$ cat src/rtl/axi4_lite_wf_master_if.sv
// Command/response port plus AXI4-Lite master channels for axi4_lite_wf_master.
// The master modport is the DUT's view and the slave modport is the environment's view.
interface axi4_lite_wf_master_if #(
  parameter int ADDR_WIDTH = 6
);
  logic                  i_cmd_valid;
  logic                  i_cmd_rw;
  logic [ADDR_WIDTH-1:0] i_cmd_addr;
  logic [31:0]           i_cmd_wdata;
  logic                  o_cmd_ready;
  logic                  o_rsp_valid;
  logic [31:0]           o_rsp_rdata;
  logic                  o_rsp_err;
  logic [31:0]           o_txn_cnt;

  logic [ADDR_WIDTH-1:0] M_AXI_AWADDR;
  logic [2:0]            M_AXI_AWPROT;
  logic                  M_AXI_AWVALID;
  logic                  M_AXI_AWREADY;
  logic [31:0]           M_AXI_WDATA;
  logic [3:0]            M_AXI_WSTRB;
  logic                  M_AXI_WVALID;
  logic                  M_AXI_WREADY;
  logic [1:0]            M_AXI_BRESP;
  logic                  M_AXI_BVALID;
  logic                  M_AXI_BREADY;
  logic [ADDR_WIDTH-1:0] M_AXI_ARADDR;
  logic [2:0]            M_AXI_ARPROT;
  logic                  M_AXI_ARVALID;
  logic                  M_AXI_ARREADY;
  logic [31:0]           M_AXI_RDATA;
  logic [1:0]            M_AXI_RRESP;
  logic                  M_AXI_RVALID;
  logic                  M_AXI_RREADY;

  modport master (
    input  i_cmd_valid, i_cmd_rw, i_cmd_addr, i_cmd_wdata,
    output o_cmd_ready, o_rsp_valid, o_rsp_rdata, o_rsp_err, o_txn_cnt,
    output M_AXI_AWADDR, M_AXI_AWPROT, M_AXI_AWVALID,
    input  M_AXI_AWREADY,
    output M_AXI_WDATA, M_AXI_WSTRB, M_AXI_WVALID,
    input  M_AXI_WREADY,
    input  M_AXI_BRESP, M_AXI_BVALID,
    output M_AXI_BREADY,
    output M_AXI_ARADDR, M_AXI_ARPROT, M_AXI_ARVALID,
    input  M_AXI_ARREADY,
    input  M_AXI_RDATA, M_AXI_RRESP, M_AXI_RVALID,
    output M_AXI_RREADY
  );

  modport slave (
    output i_cmd_valid, i_cmd_rw, i_cmd_addr, i_cmd_wdata,
    input  o_cmd_ready, o_rsp_valid, o_rsp_rdata, o_rsp_err, o_txn_cnt,
    input  M_AXI_AWADDR, M_AXI_AWPROT, M_AXI_AWVALID,
    output M_AXI_AWREADY,
    input  M_AXI_WDATA, M_AXI_WSTRB, M_AXI_WVALID,
    output M_AXI_WREADY,
    output M_AXI_BRESP, M_AXI_BVALID,
    input  M_AXI_BREADY,
    input  M_AXI_ARADDR, M_AXI_ARPROT, M_AXI_ARVALID,
    output M_AXI_ARREADY,
    output M_AXI_RDATA, M_AXI_RRESP, M_AXI_RVALID,
    input  M_AXI_RREADY
  );
endinterface

$ cat src/rtl/axi4_lite_wf_master.sv
// Single-outstanding AXI4-Lite master: turns one command into one write or read burst-free
// transaction, strobes a one-cycle response and counts completed transactions.
module axi4_lite_wf_master #(
  parameter int C_M_AXI_DATA_WIDTH = 32,
  parameter int C_M_AXI_ADDR_WIDTH = 6
) (
  input logic                    M_AXI_ACLK,
  input logic                    M_AXI_ARESET,
  axi4_lite_wf_master_if.master  bus
);

  typedef enum logic [2:0] {
    IDLE    = 3'd0,
    WR_REQ  = 3'd1,
    WR_RESP = 3'd2,
    RD_REQ  = 3'd3,
    RD_DATA = 3'd4,
    DONE    = 3'd5
  } state_t;

  function automatic logic resp_is_err(input logic [1:0] resp);
    return (resp != 2'b00);
  endfunction

  state_t                          state_r;
  logic                            cmd_ready_r;
  logic                            awvalid_r;
  logic                            wvalid_r;
  logic                            bready_r;
  logic                            arvalid_r;
  logic                            rready_r;
  logic                            rsp_valid_r;
  logic                            rsp_err_r;
  logic [31:0]                     rsp_rdata_r;
  logic [31:0]                     txn_cnt_r;
  logic [C_M_AXI_ADDR_WIDTH-1:0]   addr_r;
  logic [C_M_AXI_DATA_WIDTH-1:0]   wdata_r;
  logic                            aw_fin_s;
  logic                            w_fin_s;

  // A write channel is finished once its VALID has already dropped or is being accepted now.
  always_comb begin
    aw_fin_s = (!awvalid_r) || bus.M_AXI_AWREADY;
    w_fin_s  = (!wvalid_r)  || bus.M_AXI_WREADY;
  end

  // Transaction FSM with all outputs held in registers.
  always_ff @(posedge M_AXI_ACLK or posedge M_AXI_ARESET) begin
    if (M_AXI_ARESET) begin
      state_r     <= IDLE;
      cmd_ready_r <= 1'b1;
      awvalid_r   <= 1'b0;
      wvalid_r    <= 1'b0;
      bready_r    <= 1'b0;
      arvalid_r   <= 1'b0;
      rready_r    <= 1'b0;
      rsp_valid_r <= 1'b0;
      rsp_err_r   <= 1'b0;
      rsp_rdata_r <= 32'd0;
      txn_cnt_r   <= 32'd0;
      addr_r      <= {C_M_AXI_ADDR_WIDTH{1'b0}};
      wdata_r     <= {C_M_AXI_DATA_WIDTH{1'b0}};
    end else begin
      case (state_r)
        IDLE: begin
          if (bus.i_cmd_valid && cmd_ready_r) begin
            addr_r      <= bus.i_cmd_addr;
            wdata_r     <= bus.i_cmd_wdata;
            cmd_ready_r <= 1'b0;
            if (bus.i_cmd_rw) begin
              arvalid_r <= 1'b1;
              state_r   <= RD_REQ;
            end else begin
              awvalid_r <= 1'b1;
              wvalid_r  <= 1'b1;
              state_r   <= WR_REQ;
            end
          end else begin
            cmd_ready_r <= 1'b1;
          end
        end

        WR_REQ: begin
          if (awvalid_r && bus.M_AXI_AWREADY) begin
            awvalid_r <= 1'b0;
          end else begin
            awvalid_r <= awvalid_r;
          end
          if (wvalid_r && bus.M_AXI_WREADY) begin
            wvalid_r <= 1'b0;
          end else begin
            wvalid_r <= wvalid_r;
          end
          // Covers AW and W accepted in either order or on the same edge.
          if (aw_fin_s && w_fin_s) begin
            bready_r <= 1'b1;
            state_r  <= WR_RESP;
          end else begin
            state_r  <= WR_REQ;
          end
        end

        WR_RESP: begin
          if (bus.M_AXI_BVALID && bready_r) begin
            bready_r    <= 1'b0;
            rsp_err_r   <= resp_is_err(bus.M_AXI_BRESP);
            rsp_valid_r <= 1'b1;
            txn_cnt_r   <= txn_cnt_r + 32'd1;
            state_r     <= DONE;
          end else begin
            state_r     <= WR_RESP;
          end
        end

        RD_REQ: begin
          if (bus.M_AXI_ARREADY) begin
            arvalid_r <= 1'b0;
            rready_r  <= 1'b1;
            state_r   <= RD_DATA;
          end else begin
            state_r   <= RD_REQ;
          end
        end

        RD_DATA: begin
          if (bus.M_AXI_RVALID && rready_r) begin
            rready_r    <= 1'b0;
            rsp_rdata_r <= bus.M_AXI_RDATA;
            rsp_err_r   <= resp_is_err(bus.M_AXI_RRESP);
            rsp_valid_r <= 1'b1;
            txn_cnt_r   <= txn_cnt_r + 32'd1;
            state_r     <= DONE;
          end else begin
            state_r     <= RD_DATA;
          end
        end

        DONE: begin
          rsp_valid_r <= 1'b0;
          cmd_ready_r <= 1'b1;
          state_r     <= IDLE;
        end

        default: begin
          awvalid_r   <= 1'b0;
          wvalid_r    <= 1'b0;
          bready_r    <= 1'b0;
          arvalid_r   <= 1'b0;
          rready_r    <= 1'b0;
          rsp_valid_r <= 1'b0;
          cmd_ready_r <= 1'b1;
          state_r     <= IDLE;
        end
      endcase
    end
  end

  assign bus.o_cmd_ready   = cmd_ready_r;
  assign bus.o_rsp_valid   = rsp_valid_r;
  assign bus.o_rsp_rdata   = rsp_rdata_r;
  assign bus.o_rsp_err     = rsp_err_r;
  assign bus.o_txn_cnt     = txn_cnt_r;

  assign bus.M_AXI_AWADDR  = addr_r;
  assign bus.M_AXI_AWPROT  = 3'b000;
  assign bus.M_AXI_AWVALID = awvalid_r;
  assign bus.M_AXI_WDATA   = wdata_r;
  assign bus.M_AXI_WSTRB   = {(C_M_AXI_DATA_WIDTH/8){1'b1}};
  assign bus.M_AXI_WVALID  = wvalid_r;
  assign bus.M_AXI_BREADY  = bready_r;
  assign bus.M_AXI_ARADDR  = addr_r;
  assign bus.M_AXI_ARPROT  = 3'b000;
  assign bus.M_AXI_ARVALID = arvalid_r;
  assign bus.M_AXI_RREADY  = rready_r;

endmodule

$ cat src/flat_wrapper.sv
// flat-port wrapper written by rule: the top's interface ports become plain ports
module axi4_lite_wf_master_flat 
#(
  parameter int C_M_AXI_DATA_WIDTH = 32,
  parameter int C_M_AXI_ADDR_WIDTH = 6
)
  (M_AXI_ACLK, M_AXI_ARESET, bus_i_cmd_valid, bus_i_cmd_rw, bus_i_cmd_addr, bus_i_cmd_wdata, bus_o_cmd_ready, bus_o_rsp_valid, bus_o_rsp_rdata, bus_o_rsp_err, bus_o_txn_cnt, bus_M_AXI_AWADDR, bus_M_AXI_AWPROT, bus_M_AXI_AWVALID, bus_M_AXI_AWREADY, bus_M_AXI_WDATA, bus_M_AXI_WSTRB, bus_M_AXI_WVALID, bus_M_AXI_WREADY, bus_M_AXI_BRESP, bus_M_AXI_BVALID, bus_M_AXI_BREADY, bus_M_AXI_ARADDR, bus_M_AXI_ARPROT, bus_M_AXI_ARVALID, bus_M_AXI_ARREADY, bus_M_AXI_RDATA, bus_M_AXI_RRESP, bus_M_AXI_RVALID, bus_M_AXI_RREADY);
  axi4_lite_wf_master_if #(.ADDR_WIDTH(6)) bus_i ();
  input logic M_AXI_ACLK;
  input logic M_AXI_ARESET;
  input wire logic [$bits(bus_i.i_cmd_valid)-1:0] bus_i_cmd_valid;
  input wire logic [$bits(bus_i.i_cmd_rw)-1:0] bus_i_cmd_rw;
  input wire logic [$bits(bus_i.i_cmd_addr)-1:0] bus_i_cmd_addr;
  input wire logic [$bits(bus_i.i_cmd_wdata)-1:0] bus_i_cmd_wdata;
  output wire logic [$bits(bus_i.o_cmd_ready)-1:0] bus_o_cmd_ready;
  output wire logic [$bits(bus_i.o_rsp_valid)-1:0] bus_o_rsp_valid;
  output wire logic [$bits(bus_i.o_rsp_rdata)-1:0] bus_o_rsp_rdata;
  output wire logic [$bits(bus_i.o_rsp_err)-1:0] bus_o_rsp_err;
  output wire logic [$bits(bus_i.o_txn_cnt)-1:0] bus_o_txn_cnt;
  output wire logic [$bits(bus_i.M_AXI_AWADDR)-1:0] bus_M_AXI_AWADDR;
  output wire logic [$bits(bus_i.M_AXI_AWPROT)-1:0] bus_M_AXI_AWPROT;
  output wire logic [$bits(bus_i.M_AXI_AWVALID)-1:0] bus_M_AXI_AWVALID;
  input wire logic [$bits(bus_i.M_AXI_AWREADY)-1:0] bus_M_AXI_AWREADY;
  output wire logic [$bits(bus_i.M_AXI_WDATA)-1:0] bus_M_AXI_WDATA;
  output wire logic [$bits(bus_i.M_AXI_WSTRB)-1:0] bus_M_AXI_WSTRB;
  output wire logic [$bits(bus_i.M_AXI_WVALID)-1:0] bus_M_AXI_WVALID;
  input wire logic [$bits(bus_i.M_AXI_WREADY)-1:0] bus_M_AXI_WREADY;
  input wire logic [$bits(bus_i.M_AXI_BRESP)-1:0] bus_M_AXI_BRESP;
  input wire logic [$bits(bus_i.M_AXI_BVALID)-1:0] bus_M_AXI_BVALID;
  output wire logic [$bits(bus_i.M_AXI_BREADY)-1:0] bus_M_AXI_BREADY;
  output wire logic [$bits(bus_i.M_AXI_ARADDR)-1:0] bus_M_AXI_ARADDR;
  output wire logic [$bits(bus_i.M_AXI_ARPROT)-1:0] bus_M_AXI_ARPROT;
  output wire logic [$bits(bus_i.M_AXI_ARVALID)-1:0] bus_M_AXI_ARVALID;
  input wire logic [$bits(bus_i.M_AXI_ARREADY)-1:0] bus_M_AXI_ARREADY;
  input wire logic [$bits(bus_i.M_AXI_RDATA)-1:0] bus_M_AXI_RDATA;
  input wire logic [$bits(bus_i.M_AXI_RRESP)-1:0] bus_M_AXI_RRESP;
  input wire logic [$bits(bus_i.M_AXI_RVALID)-1:0] bus_M_AXI_RVALID;
  output wire logic [$bits(bus_i.M_AXI_RREADY)-1:0] bus_M_AXI_RREADY;
  assign bus_i.i_cmd_valid = bus_i_cmd_valid;
  assign bus_i.i_cmd_rw = bus_i_cmd_rw;
  assign bus_i.i_cmd_addr = bus_i_cmd_addr;
  assign bus_i.i_cmd_wdata = bus_i_cmd_wdata;
  assign bus_o_cmd_ready = bus_i.o_cmd_ready;
  assign bus_o_rsp_valid = bus_i.o_rsp_valid;
  assign bus_o_rsp_rdata = bus_i.o_rsp_rdata;
  assign bus_o_rsp_err = bus_i.o_rsp_err;
  assign bus_o_txn_cnt = bus_i.o_txn_cnt;
  assign bus_M_AXI_AWADDR = bus_i.M_AXI_AWADDR;
  assign bus_M_AXI_AWPROT = bus_i.M_AXI_AWPROT;
  assign bus_M_AXI_AWVALID = bus_i.M_AXI_AWVALID;
  assign bus_i.M_AXI_AWREADY = bus_M_AXI_AWREADY;
  assign bus_M_AXI_WDATA = bus_i.M_AXI_WDATA;
  assign bus_M_AXI_WSTRB = bus_i.M_AXI_WSTRB;
  assign bus_M_AXI_WVALID = bus_i.M_AXI_WVALID;
  assign bus_i.M_AXI_WREADY = bus_M_AXI_WREADY;
  assign bus_i.M_AXI_BRESP = bus_M_AXI_BRESP;
  assign bus_i.M_AXI_BVALID = bus_M_AXI_BVALID;
  assign bus_M_AXI_BREADY = bus_i.M_AXI_BREADY;
  assign bus_M_AXI_ARADDR = bus_i.M_AXI_ARADDR;
  assign bus_M_AXI_ARPROT = bus_i.M_AXI_ARPROT;
  assign bus_M_AXI_ARVALID = bus_i.M_AXI_ARVALID;
  assign bus_i.M_AXI_ARREADY = bus_M_AXI_ARREADY;
  assign bus_i.M_AXI_RDATA = bus_M_AXI_RDATA;
  assign bus_i.M_AXI_RRESP = bus_M_AXI_RRESP;
  assign bus_i.M_AXI_RVALID = bus_M_AXI_RVALID;
  assign bus_M_AXI_RREADY = bus_i.M_AXI_RREADY;
  axi4_lite_wf_master #(.C_M_AXI_DATA_WIDTH(C_M_AXI_DATA_WIDTH), .C_M_AXI_ADDR_WIDTH(C_M_AXI_ADDR_WIDTH)) u_core (.M_AXI_ACLK(M_AXI_ACLK), .M_AXI_ARESET(M_AXI_ARESET), .bus(bus_i));
endmodule
$ cat config.mk
export PLATFORM = sky130hd
export DESIGN_NAME = axi4_lite_wf_master_flat
export DESIGN_NICKNAME = d
export VERILOG_FILES = /design/src/rtl/axi4_lite_wf_master_if.sv /design/src/rtl/axi4_lite_wf_master.sv /design/src/flat_wrapper.sv
export SDC_FILE = /design/constraint.sdc
export NUM_CORES = 1
export LEC_CHECK = 0
export CORE_MARGIN = 2
export CORE_UTILIZATION = 36
export CTS_CLUSTER_DIAMETER = 150
export DETAILED_ROUTE_END_ITERATION = 12
export PLACE_DENSITY = 0.82
export SYNTH_ARGS = -nofsm -noshare
export SYNTH_HDL_FRONTEND = slang
export SYNTH_SLANG_ARGS = --single-unit
$ cat constraint.sdc
create_clock -name M_AXI_ACLK -period 3.67 [get_ports M_AXI_ACLK]
set_input_delay 0.734 -clock M_AXI_ACLK [delete_from_list [all_inputs] [get_ports M_AXI_ACLK]]
set_output_delay 0.734 -clock M_AXI_ACLK [all_outputs]
set_load 0.01 [all_outputs]
==> results by group, run 1 <==
Power and ir drop
  – Switching share of power: 20.8%
  – Leak pwr: 0.00337 uW
  – Combinational share of power: 4.2%
  – Sequential share of power: 41.2%
  – Cell Int Power: 2400 uW
  – Pwr/cell area: 401 mW/mm^2
  – Worst vdd ir: 0.232 mV
  – Net Switching: 629 uW
  – Clk pwr share: 54.6%

Drt
  – Vias/cell: 4.83
  – Initial DRC count: 144
  – Wire per inst: 16.0 microns
  – DR pass1 iterations: 4
  – Drc violations: 0
  – Total number of vias: 3664
  – Post-route ant nets: 0
  – Routed WL: 12200 microns

Placed design
  – Post-detail-place hpwl: 8730 microns
  – Post-Place Cell Area: 0.00694 sq mm
  – RePlAce Congestion: 0.845
  – Buffers on Ports: 198

Logic synthesis
  – Mean Syn Cell Area: 13.0 sq um
  – FFs w/ async S/R, synth: 100%
  – Main synth FF type: dfrtp_1
  – Mapped Cells: 373
  – Yosys reg bits: 113
  – Post-synth EDFFs: 0
  – Mapped Area: 0.00487 sq mm
  – Yosys warns: 0
  – Seq/Total Area, Yosys: 58.1%
  – Distinct cell type count after synthesis: 44

Setup path
  – Required @ worst endpoint: 3.96 ns
  – Worst Setup End Kind: flop
  – CP Class: reg -> reg
  – CP startpoint kind: flop
  – Worst R2R Start: u_core.state_r[0]
  – Reg2Reg Setup Slack: 1.34 ns
  – Arrival time of the worst setup path: 2.62 ns
  – Worst Path Max Fanout: 34
  – Reg2reg path depth: 5
  – Reg-to-reg endpoint: u_core.bus.M_AXI_WDATA[29]

Run
  – Max-cap violation count: 0

Clock network
  – Hold buffer count at CTS: 0
  – Clock-pin slew on the worst setup and hold paths: 0.05 ns
  – CTS tree: built
  – Resize count post-CTS: 0
  – Clock Latency Late Sink: 0.41 ns
  – CTS root buffer: clkbuf_16
  – CTS buffer count: 17
  – CTS sink count: 113
  – H-tree levels: 4
  – Bufs on Longest Clock Path: 2
  – Post-CTS Setup Inserts: 0

Timing
  – Relative slew slack: 44.6%
  – Final Hold Vio Count: 0
  – # setup viols final: 0
  – Clk_skew: 0.00501 ns
  – Tmin final: 2.33 ns
  – Slew Viols, Final: 0
  – Final setup TNS: 0 ns
  – Fmax: 0.429 GHz
  – Period Utilization, post-route: 63.5%
  – RSZ-0062 raised after global routing: no
  – Worst-Margin Slew: 0.825 ns

Die
  – Die ar.: 0.0145 sq mm
  – Top Ports: 209
  – Die Span Y: 120 microns
  – Initial core utilization: 36.8%
  – Row cnt: 42
  – Core Region: 0.0132 sq mm
  – Die width: 120 microns

Layout
  – P&R area growth vs syn: 55.2%
  – N_diodes: 0
  – Final instance area: 0.00755 sq mm
  – Nets@finish: 654
  – Layout cell share with drive strength beyond 1: 15.3%

Run status
  – Status: finished clean

Global route
  – Total Routing Usage GR: 17.5%
  – Initial antenna violation count: 0
  – Number of global-route vias before repair: 3834
  – Total grt overflow: 0
  – Largest net degree at the start of global routing: 114
  – First-pass GRT wire length: 19700 microns

Min path
  – Hold Startpoint: u_core.bus.M_AXI_WDATA[13]
  – Hold Path Stages: 1
  – HP Class: reg -> reg
  – Worst Hold End: u_core.bus.M_AXI_WDATA[13]
[layout make-up]
cell class	instances	area, sq um
Clock inverter	15	186
Inverter	9	37.5
Sequential cell	113	2830
Timing Repair Buffer	203	2030
Tap cell	176	220
Multi-Input combinational cell	226	1820
Clock buffer	17	425
Fill cell	1055	5690
[cells in the final DEF (no fill, tap or decap), types with 10 or more instances in the layout]
master / synthesis / final
dfrtp_1: 112 / 112
xnor2_1: 30 / 30
mux2_1: 28 / 28
clkdlybuf4s50_1: 0 / 198
conb_1: 2 / 10
clkbuf_16: 0 / 17
mux2_2: 43 / 43
nand2_1: 14 / 14
nand4_1: 16 / 16
nand3_1: 19 / 19
[per-stage QoR]
| step | power (uW) | util, % | setup slack (ns) | cells | hold slack [ns] |
|---|---|---|---|---|---|
| floorplan | 1300 | - | 1.57 | 381 | 0.507 |
| global placement | 1400 | 52.4 | 1.10 | 727 | 0.466 |
| detailed placement | 1400 | 52.4 | 1.04 | 727 | 0.477 |
| CTS | 3080 | 57.0 | 1.35 | 759 | 0.487 |
| global route | 3150 | 57.0 | 1.19 | 759 | 0.496 |
| finish | 3030 | 57.0 | 1.34 | 759 | 0.481 |
[kinds of logic after synthesis]
| logic type | count (synthesis) | share of synthesized area, % |
|---|---|---|
| fa+ha+maj | 1 | 0.257 |
| compound gates | 31 | 4.60 |
| mux | 71 | 16.4 |
| xor+xnor | 31 | 5.58 |
| simple gates | 82 | 9.64 |
| flops | 113 | 58.1 |
| buf+inv | 42 | 5.22 |
| other cells | 2 | 0.154 |
[worst max-delay path by stage]
stage,cells past startpoint,start,slack (ns),end
after floorplan,1,M_AXI_ARESET,1.57,u_core.bus.M_AXI_ARADDR[0]
final,5,u_core.state_r[0],1.34,u_core.bus.M_AXI_WDATA[29]
after global routing,5,u_core.state_r[0],1.19,u_core.bus.M_AXI_WDATA[6]
after detailed placement,5,bus_i_cmd_valid,1.04,u_core.bus.M_AXI_WDATA[29]
after CTS,1,u_core.bus.o_cmd_ready,1.35,bus_o_cmd_ready
after global placement,6,bus_M_AXI_RVALID,1.10,u_core.bus.o_txn_cnt[31]
[state kept, by name (all words and copies together) (netlist names), 3 cells and up]
| register | cells |
|---|---|
| u_core.bus.M_AXI_WDATA | 32 |
| u_core.state_r | 3 |
| u_core.bus.o_rsp_rdata | 32 |
| u_core.bus.o_txn_cnt | 32 |
| u_core.bus.M_AXI_ARADDR | 6 |
[layer usage]
| layer | vias to the layer above | wire length, microns | share of wire [%] | global-route usage, % |
|---|---|---|---|---|
| met5 | - | 0 | 0 | 0 |
| met4 | 0 | 221 | 1.8 | 7.05 |
| met3 | 24 | 970 | 8.0 | 5.47 |
| met2 | 164 | 6130 | 50 | 29.4 |
| met1 | 1783 | 4840 | 40 | 20.9 |
| li1 | 1693 | - | - | - |
[worst max-delay path, cell delays in order, from the launching register on]
cell     delay, ns
dfrtp_1       0.59
nor2_1        0.33
nand3_1       0.21
nor2_4        0.20
buf_4         0.44
mux2_2        0.40
[cells in the mapped netlist, types with 4 or more instances]
| cell | number | area share (%) |
|---|---|---|
| mux2_1 | 28 | 6.5 |
| nor2_1 | 8 | 0.62 |
| a21oi_1 | 5 | 0.51 |
| nand3_1 | 19 | 2.0 |
| o21ai_0 | 8 | 0.82 |
| xnor2_1 | 30 | 5.4 |
| mux2_2 | 43 | 9.9 |
| inv_1 | 9 | 0.69 |
| nand2_1 | 14 | 1.1 |
| nand4_1 | 16 | 2.1 |
| dfrtp_1 | 112 | 58 |
| nor3_1 | 5 | 0.51 |
| clkbuf_1 | 4 | 0.31 |
| buf_4 | 19 | 2.9 |
| buf_2 | 8 | 0.82 |
| and3_1 | 6 | 0.77 |
[power groups by stage]
| stage | Combinational [uW] | Clock (uW) | Sequential [uW] |
|---|---|---|---|
| after floorplan | 34.6 | 0 | 1270 |
| after global placement | 127 | 0 | 1270 |
| after detailed placement | 128 | 0 | 1270 |
| after CTS | 129 | 1700 | 1250 |
| after global routing | 138 | 1770 | 1250 |
| final | 127 | 1650 | 1250 |
Power figures use the tool's default switching activity.
==> inputs of run 2 (changes only) <==
--- a/config.mk
+++ b/config.mk
@@ -9,7 +9,7 @@
 export CORE_UTILIZATION = 36
 export CTS_CLUSTER_DIAMETER = 150
 export DETAILED_ROUTE_END_ITERATION = 12
-export PLACE_DENSITY = 0.82
+export PLACE_DENSITY = 0.79
 export SYNTH_ARGS = -nofsm -noshare
 export SYNTH_HDL_FRONTEND = slang
 export SYNTH_SLANG_ARGS = --single-unit
==> constraint.sdc (replaced) <==
create_clock -name M_AXI_ACLK -period 2.21 [get_ports M_AXI_ACLK]
set_input_delay 0.442 -clock M_AXI_ACLK [delete_from_list [all_inputs] [get_ports M_AXI_ACLK]]
set_output_delay 0.442 -clock M_AXI_ACLK [all_outputs]
set_load 0.01 [all_outputs]
==> run 2 against run 1 <==
Compared with the run above:
- combinational power increased by 66%
- count of clock-buffer cells in the layout increased by 2
- total power increased by 63%
- non-clock buffer count increased by 8
- core utilization increased by 0.57 points
- sequential share of layout area decreased by 0.37 points
- clock skew increased by 0.0012 ns
- highest routed layer unchanged
==> results by group, run 2 (synthesis gave the netlist of run 1 again) <==
Placed design
  – Post-Place Cell Area: 0.00704 sq mm (was 0.00694 sq mm)
  – RePlAce Congestion: 0.857 (was 0.845)
  – Post-detail-place hpwl: 8630 microns (was 8730 microns)
  – Buffers on Ports: 198 (unchanged)

Setup path
  – Arrival time of the worst setup path: 1.56 ns (was 2.62 ns)
  – Crit path from: u_core.bus.o_cmd_ready (was u_core.state_r[0])
  – Worst Path Max Fanout: 6 (was 34)
  – Largest stage delay, worst path: 0.58 ns (was 0.59 ns)
  – CP delay by family, top: flip-flops (was simple AND/OR/NAND/NOR gates)
  – Worst R2R Start: u_core.state_r[1] (was u_core.state_r[0])
  – Worst-path cell chain: clkdlybuf4s50_1 (was nor2_1, nand3_1, nor2_4, buf_4, mux2_2)
  – WP buf/inv: 1 (unchanged)
  – Required @ worst endpoint: 1.77 ns (was 3.96 ns)
  – Worst Setup End Kind: output pin (was flop)
  – CP Class: reg -> out (was reg -> reg)
  – CP startpoint kind: flop (unchanged)
  – Highest-delay cell along the critical path: dfstp_2 (was dfrtp_1)

Min path
  – HP Class: reg -> reg (unchanged)
  – Hold Startpoint: u_core.bus.o_txn_cnt[31] (was u_core.bus.M_AXI_WDATA[13])

Die
  – Initial core utilization: 36.8% (unchanged)
  – Die Span Y: 120 microns (unchanged)
  – Core Region: 0.0132 sq mm (unchanged)
  – Die width: 120 microns (unchanged)
  – Row cnt: 42 (unchanged)
  – Top Ports: 209 (unchanged)
  – Die ar.: 0.0145 sq mm (unchanged)

Timing
  – Clk_skew: 0.00618 ns (was 0.00501 ns)
  – RSZ-0062 raised after global routing: no (unchanged)
  – # setup viols final: 0 (unchanged)
  – Slew Viols, Final: 0 (unchanged)
  – Fmax: 0.499 GHz
  – Period Utilization, post-route: 90.6%
  – Final setup TNS: 0 ns (unchanged)
  – Final Hold Vio Count: 0 (unchanged)
  – Relative slew slack: 59.5% (was 44.6%)
  – Tmin final: 2.00 ns
  – Worst-Margin Slew: 0.608 ns (was 0.825 ns)

Layout
  – Most common cell after layout, fill and taps aside: clkdlybuf4s50_1 (unchanged)
  – N_diodes: 0 (unchanged)
  – Final instance area: 0.00763 sq mm (was 0.00755 sq mm)
  – Layout cell share with drive strength beyond 1: 16.4% (was 15.3%)
  – Nets@finish: 662 (was 654)
  – Most frequent cells in the layout: clkdlybuf4s50_1 (198), dfrtp_1 (112), mux2_2 (43), xnor2_1 (30), mux2_1 (28) (unchanged)
  – P&R area growth vs syn: 56.7% (was 55.2%)
  – Reg area: 0.00283 sq mm (unchanged)
  – Number of fill cells: 1089 (was 1055)
  – Multi-input gate area: 0.00182 sq mm (unchanged)

Global route
  – Global route hottest layer: met2 (unchanged)
  – GR Layer Usage met3: 5.47% (unchanged)
  – Largest net degree at the start of global routing: 114 (unchanged)
  – Total Routing Usage GR: 17.4% (was 17.5%)
  – GR met2 Demand/Resource: 28.8% (was 29.4%)
  – Met1 global-route usage: 20.5% (was 20.9%)
  – Total grt overflow: 0 (unchanged)
  – Number of global-route vias before repair: 3802 (was 3834)
  – First-pass GRT wire length: 19600 microns (was 19700 microns)
  – Initial antenna violation count: 0 (unchanged)

Clock network
  – CTS tree: built (unchanged)
  – CTS root buffer: clkbuf_16 (unchanged)
  – H-tree levels: 4 (unchanged)
  – CTS sink count: 113 (unchanged)
  – CTS buffer count: 17 (unchanged)
  – Clock Latency Late Sink: 0.41 ns (about the same)
  – Resize count post-CTS: 0 (unchanged)
  – Clock-pin slew on the worst setup and hold paths: 0.05 ns (about the same)
  – Bufs on Longest Clock Path: 2 (unchanged)
  – Hold buffer count at CTS: 0 (unchanged)
  – Post-CTS Setup Inserts: 0 (unchanged)

Power and ir drop
  – Leak pwr: 0.00340 uW (was 0.00337 uW)
  – Final Total Pwr: 4950 uW (was 3030 uW)
  – Pwr/cell area: 649 mW/mm^2 (was 401 mW/mm^2)
  – Worst vdd ir: 0.465 mV (was 0.232 mV)

Drt
  – Post-route ant nets: 0 (unchanged)
  – DR pass1 iterations: 4 (unchanged)
  – Routed WL: 12100 microns (was 12200 microns)
  – Total number of vias: 3685 (was 3664)
  – Drc violations: 0 (unchanged)
  – Vias/cell: 4.80 (was 4.83)
  – Initial DRC count: 180 (was 144)
  – Wire per inst: 15.8 microns (was 16.0 microns)

Run
  – Max-cap violation count: 0 (unchanged)

Run status
  – Status: finished clean (unchanged)
-- run 2: cell count changes in the layout (fill, tap and decap cells not counted), sizes merged --
cell,before,now
buf,5,13
clkinv,6,3
clkinvlp,5,8
clkbuf,17,19
bufinv,3,2
inv,10,9
-- run 2: worst paths after layout --
check | to | depth (start not counted) | slack, ns
max | bus_o_cmd_ready | 1 | 0.21
min | u_core.bus.o_txn_cnt[31] | 1 | 0.47
max reg2reg | u_core.bus.M_AXI_WDATA[14] | 5 | 0.36
min reg2reg | u_core.bus.o_txn_cnt[31] | 1 | 0.47
max in group asynchronous | u_core.bus.M_AXI_WDATA[4] | 3 | 1.17
min in group asynchronous | u_core.bus.M_AXI_WDATA[30] | 3 | 0.57
-- run 2: worst register-to-register path, delay by kind of cell (launching register included) --
| family | cells | cell delay [ns] |
|---|---|---|
| buffers and inverters | 1 | 0.21 |
| flip-flops | 1 | 0.45 |
| AND/OR/NAND/NOR | 3 | 0.68 |
| multiplexers | 1 | 0.39 |
-- run 2: power breakdown --
group          total (uW)  switching, uW  internal, uW
registers            2070              0          2070
logic                 211           77.4           133
clock network        2670            957          1710
-- run 2: routing by layer --
layer / share of wire, % / wire length [microns]
met5: 0 / 0
met4: 2.7 / 327
met1: 41 / 4990
met3: 6.7 / 810
met2: 49 / 6000
-- run 2: stage by stage --
step | setup slack, ns | std cells | utilization [%] | hold WS (ns)
after floorplan | 0.397 | 381 | - | 0.507
final | 0.207 | 767 | 57.6 | 0.475
after global routing | 0.172 | 767 | 57.6 | 0.507
after detailed placement | -0.0285 | 735 | 53.1 | 0.463
after CTS | 0.189 | 767 | 57.6 | 0.481
after global placement | 0.0188 | 735 | 53.1 | 0.469
-- run 2: cell type report --
class,instances,area share (%)
clock inverter,13,1.79
inverter,9,0.492
sequential,113,37.1
multi-input combinational,226,23.9
timing repair buffer,211,27.9
tap,176,2.89
clock buffer,19,5.94
==> inputs of run 3 (changes only) <==
--- a/config.mk
+++ b/config.mk
@@ -9,6 +9,8 @@
 export CORE_UTILIZATION = 36
 export CTS_CLUSTER_DIAMETER = 150
 export DETAILED_ROUTE_END_ITERATION = 12
+export GPL_TIMING_DRIVEN = 0
+export HOLD_SLACK_MARGIN = 0.15
 export PLACE_DENSITY = 0.79
 export SYNTH_ARGS = -nofsm -noshare
 export SYNTH_HDL_FRONTEND = slang
==> run 3 against run 2 <==
Compared with the run above:
- sequential power hardly changed
- worst setup slack better by 0.0013 ns
- largest cell class unchanged
- largest power group unchanged
- combinational power is 8% higher
- design area is 2.2% higher
==> results by group, run 3 (synthesis gave the netlist of run 1 again) <==
Layout
  – Nets@finish: 684 (was 662)
  – Number of fill cells: 1074 (was 1089)
  – Core Util, Final: 58.8% (was 57.6%)
  – Layout cell share with drive strength beyond 1: 18.8% (was 16.4%)
  – P&R area growth vs syn: 60.1% (was 56.7%)
  – Most common cell after layout, fill and taps aside: clkdlybuf4s50_1 (unchanged)
  – Multi-input gate area: 0.00182 sq mm (unchanged)
  – N_diodes: 0 (unchanged)
  – Reg area: 0.00283 sq mm (unchanged)
  – Most frequent cells in the layout: clkdlybuf4s50_1 (198), dfrtp_1 (112), mux2_2 (43), xnor2_1 (30), mux2_1 (28) (unchanged)

Setup path
  – Reg2Reg Setup Slack: 0.21 ns (was 0.36 ns)
  – Required @ worst endpoint: 2.49 ns (was 1.77 ns)
  – Crit path from: u_core.state_r[0] (was u_core.bus.o_cmd_ready)
  – Worst Path Max Fanout: 10 (was 6)
  – Highest-delay cell along the critical path: dfrtp_1 (was dfstp_2)
  – Number of cells on the critical path: 7 (was 1)
  – Arrival time of the worst setup path: 2.29 ns (was 1.56 ns)
  – CP Class: reg -> reg (was reg -> out)
  – Worst R2R Start: u_core.state_r[0] (was u_core.state_r[1])
  – Worst-path cell chain: buf_2, nor2_2, nand3_1, nor2_1, clkbuf_4, buf_4, mux2_1 (was clkdlybuf4s50_1)
  – Largest stage delay, worst path: 0.35 ns (was 0.58 ns)
  – Worst Setup End Kind: flop (was output pin)
  – CP startpoint kind: flop (unchanged)
  – CP delay by family, top: buffers and inverters (was flip-flops)
  – WP buf/inv: 3 (was 1)
  – Reg2reg path depth: 7 (was 5)

Global route
  – Largest net degree at the start of global routing: 42 (was 114)
  – Number of global-route vias before repair: 4014 (was 3802)
  – Initial antenna violation count: 0 (unchanged)
  – Total grt overflow: 0 (unchanged)
  – First-pass GRT wire length: 20200 microns (was 19600 microns)
  – Total Routing Usage GR: 18.0% (was 17.4%)

Timing
  – Clk_skew: 0.00672 ns (was 0.00618 ns)
  – Final setup TNS: 0 ns (unchanged)
  – RSZ-0062 raised after global routing: no (unchanged)
  – # setup viols final: 0 (unchanged)
  – Relative slew slack: 47.0% (was 59.5%)
  – Worst-Margin Slew: 0.794 ns (was 0.608 ns)
  – Period Utilization, post-route: 90.6% (about the same)
  – Final Hold Vio Count: 0 (unchanged)
  – Tmin final: 2.00 ns (about the same)
  – Slew Viols, Final: 0 (unchanged)
  – Fmax: 0.500 GHz (was 0.499 GHz)

Clock network
  – Bufs on Longest Clock Path: 2 (unchanged)
  – Clock Latency Late Sink: 0.41 ns (about the same)
  – CTS sink count: 113 (unchanged)
  – H-tree levels: 4 (unchanged)
  – CTS tree: built (unchanged)
  – CTS root buffer: clkbuf_16 (unchanged)
  – Clock-pin slew on the worst setup and hold paths: 0.05 ns (about the same)
  – CTS buffer count: 17 (unchanged)
  – Post-CTS Setup Inserts: 0 (unchanged)

Min path
  – HP Class: reg -> reg (unchanged)
  – Hold Startpoint: u_core.bus.o_txn_cnt[31] (unchanged)
  – Hold Path Stages: 1 (unchanged)

Placed design
  – Post-detail-place hpwl: 9190 microns (was 8630 microns)
  – RePlAce Congestion: 0.843 (was 0.857)
  – Buffers on Ports: 198 (unchanged)

Power and ir drop
  – Leak pwr: 0.00354 uW (was 0.00340 uW)
  – Clk pwr share: 55.8% (was 53.9%)
  – Net Switching: 989 uW (was 1030 uW)
  – Cell Int Power: 4220 uW (was 3910 uW)
  – Combinational share of power: 4.4% (was 4.3%)
  – Pwr/cell area: 668 mW/mm^2 (was 649 mW/mm^2)
  – Switching share of power: 19.0% (was 20.9%)
  – Worst vdd ir: 0.441 mV (was 0.465 mV)
  – Sequential share of power: 39.8% (was 41.9%)

Drt
  – Routed WL: 12400 microns (was 12100 microns)
  – Initial DRC count: 155 (was 180)
  – DR pass1 iterations: 4 (unchanged)
  – Post-route ant nets: 0 (unchanged)
  – Wire per inst: 15.7 microns (was 15.8 microns)
  – Drc violations: 0 (unchanged)
  – Vias/cell: 4.80 (about the same)
  – Total number of vias: 3790 (was 3685)

Die
  – Initial core utilization: 36.8% (unchanged)
  – Die width: 120 microns (unchanged)
  – Die ar.: 0.0145 sq mm (unchanged)
  – Core Region: 0.0132 sq mm (unchanged)
  – Top Ports: 209 (unchanged)
  – Die Span Y: 120 microns (unchanged)
  – Row cnt: 42 (unchanged)

Run status
  – Status: finished clean (unchanged)

Run
  – Max-cap violation count: 0 (unchanged)
==> run 3: cell count changes in the layout (fill, tap and decap cells not counted), sizes merged <==
| cell | before | now |
|---|---|---|
| buf | 13 | 30 |
| clkinv | 3 | 4 |
| bufinv | 2 | 4 |
| clkinvlp | 8 | 3 |
| clkbuf | 19 | 27 |
| inv | 9 | 8 |
==> run 3: metal layers <==
layer | global-route usage [%] | share of wire, % | vias to the layer above
met5 | 0 | 0 | -
met4 | 7.34 | 1.9 | 0
met3 | 5.42 | 6.3 | 22
met2 | 30.8 | 51 | 137
met1 | 21.1 | 40 | 1883
li1 | - | - | 1748
==> run 3: metrics by stage <==
stage	hold slack [ns]	power (uW)	std cells	worst slack [ns]	area, sq um
floorplan	0.507	2160	381	0.397	4900
global placement	0.463	2320	755	-0.630	7100
detailed placement	0.474	2340	757	-0.142	7140
CTS	0.489	5260	789	0.0401	7780
global route	0.505	5400	789	0.0402	7790
finish	0.487	5200	789	0.208	7790
==> run 3: power groups by stage <==
stage | clock network, uW | registers [uW] | logic [uW]
detailed placement | 0 | 2110 | 229
floorplan | 0 | 2110 | 57.4
CTS | 2960 | 2070 | 232
global route | 3080 | 2070 | 248
global placement | 0 | 2110 | 216
finish | 2900 | 2070 | 228
==> run 3: area by class of cell <==
type / instances / area share [%]
clock buffers: 22 / 6.21
clock inverters: 10 / 1.99
repair buffers: 200 / 25.9
multi-input cells: 226 / 23.4
flip-flops and latches: 113 / 36.3
inverters: 9 / 0.482
plain buffers: 33 / 2.86
well taps: 176 / 2.83
==> run 3: repair_timing <==
item	4_1_cts	5_1_grt
hold buffers	0	0
gates resized for setup	0	3
setup endpoints to repair	0	27
endpoints found under the hold margin	0	0
==> run 3: path summary, 6_finish.rpt <==
kind / endpoint
setup / recovery: u_core.bus.M_AXI_WDATA[8]
hold / removal: u_core.bus.o_txn_cnt[31]
setup reg to reg: u_core.bus.M_AXI_WDATA[8]
hold reg to reg: u_core.bus.o_txn_cnt[31]
max in group asynchronous: u_core.bus.o_cmd_ready
min in group asynchronous: u_core.bus.o_rsp_rdata[29]
==> run 3: worst register-to-register path, cell delays in order (launching register included) <==
cell	delay [ns]
dfrtp_1	0.35
buf_2	0.19
nor2_2	0.18
nand3_1	0.16
nor2_1	0.17
clkbuf_4	0.26
buf_4	0.22
mux2_1	0.35
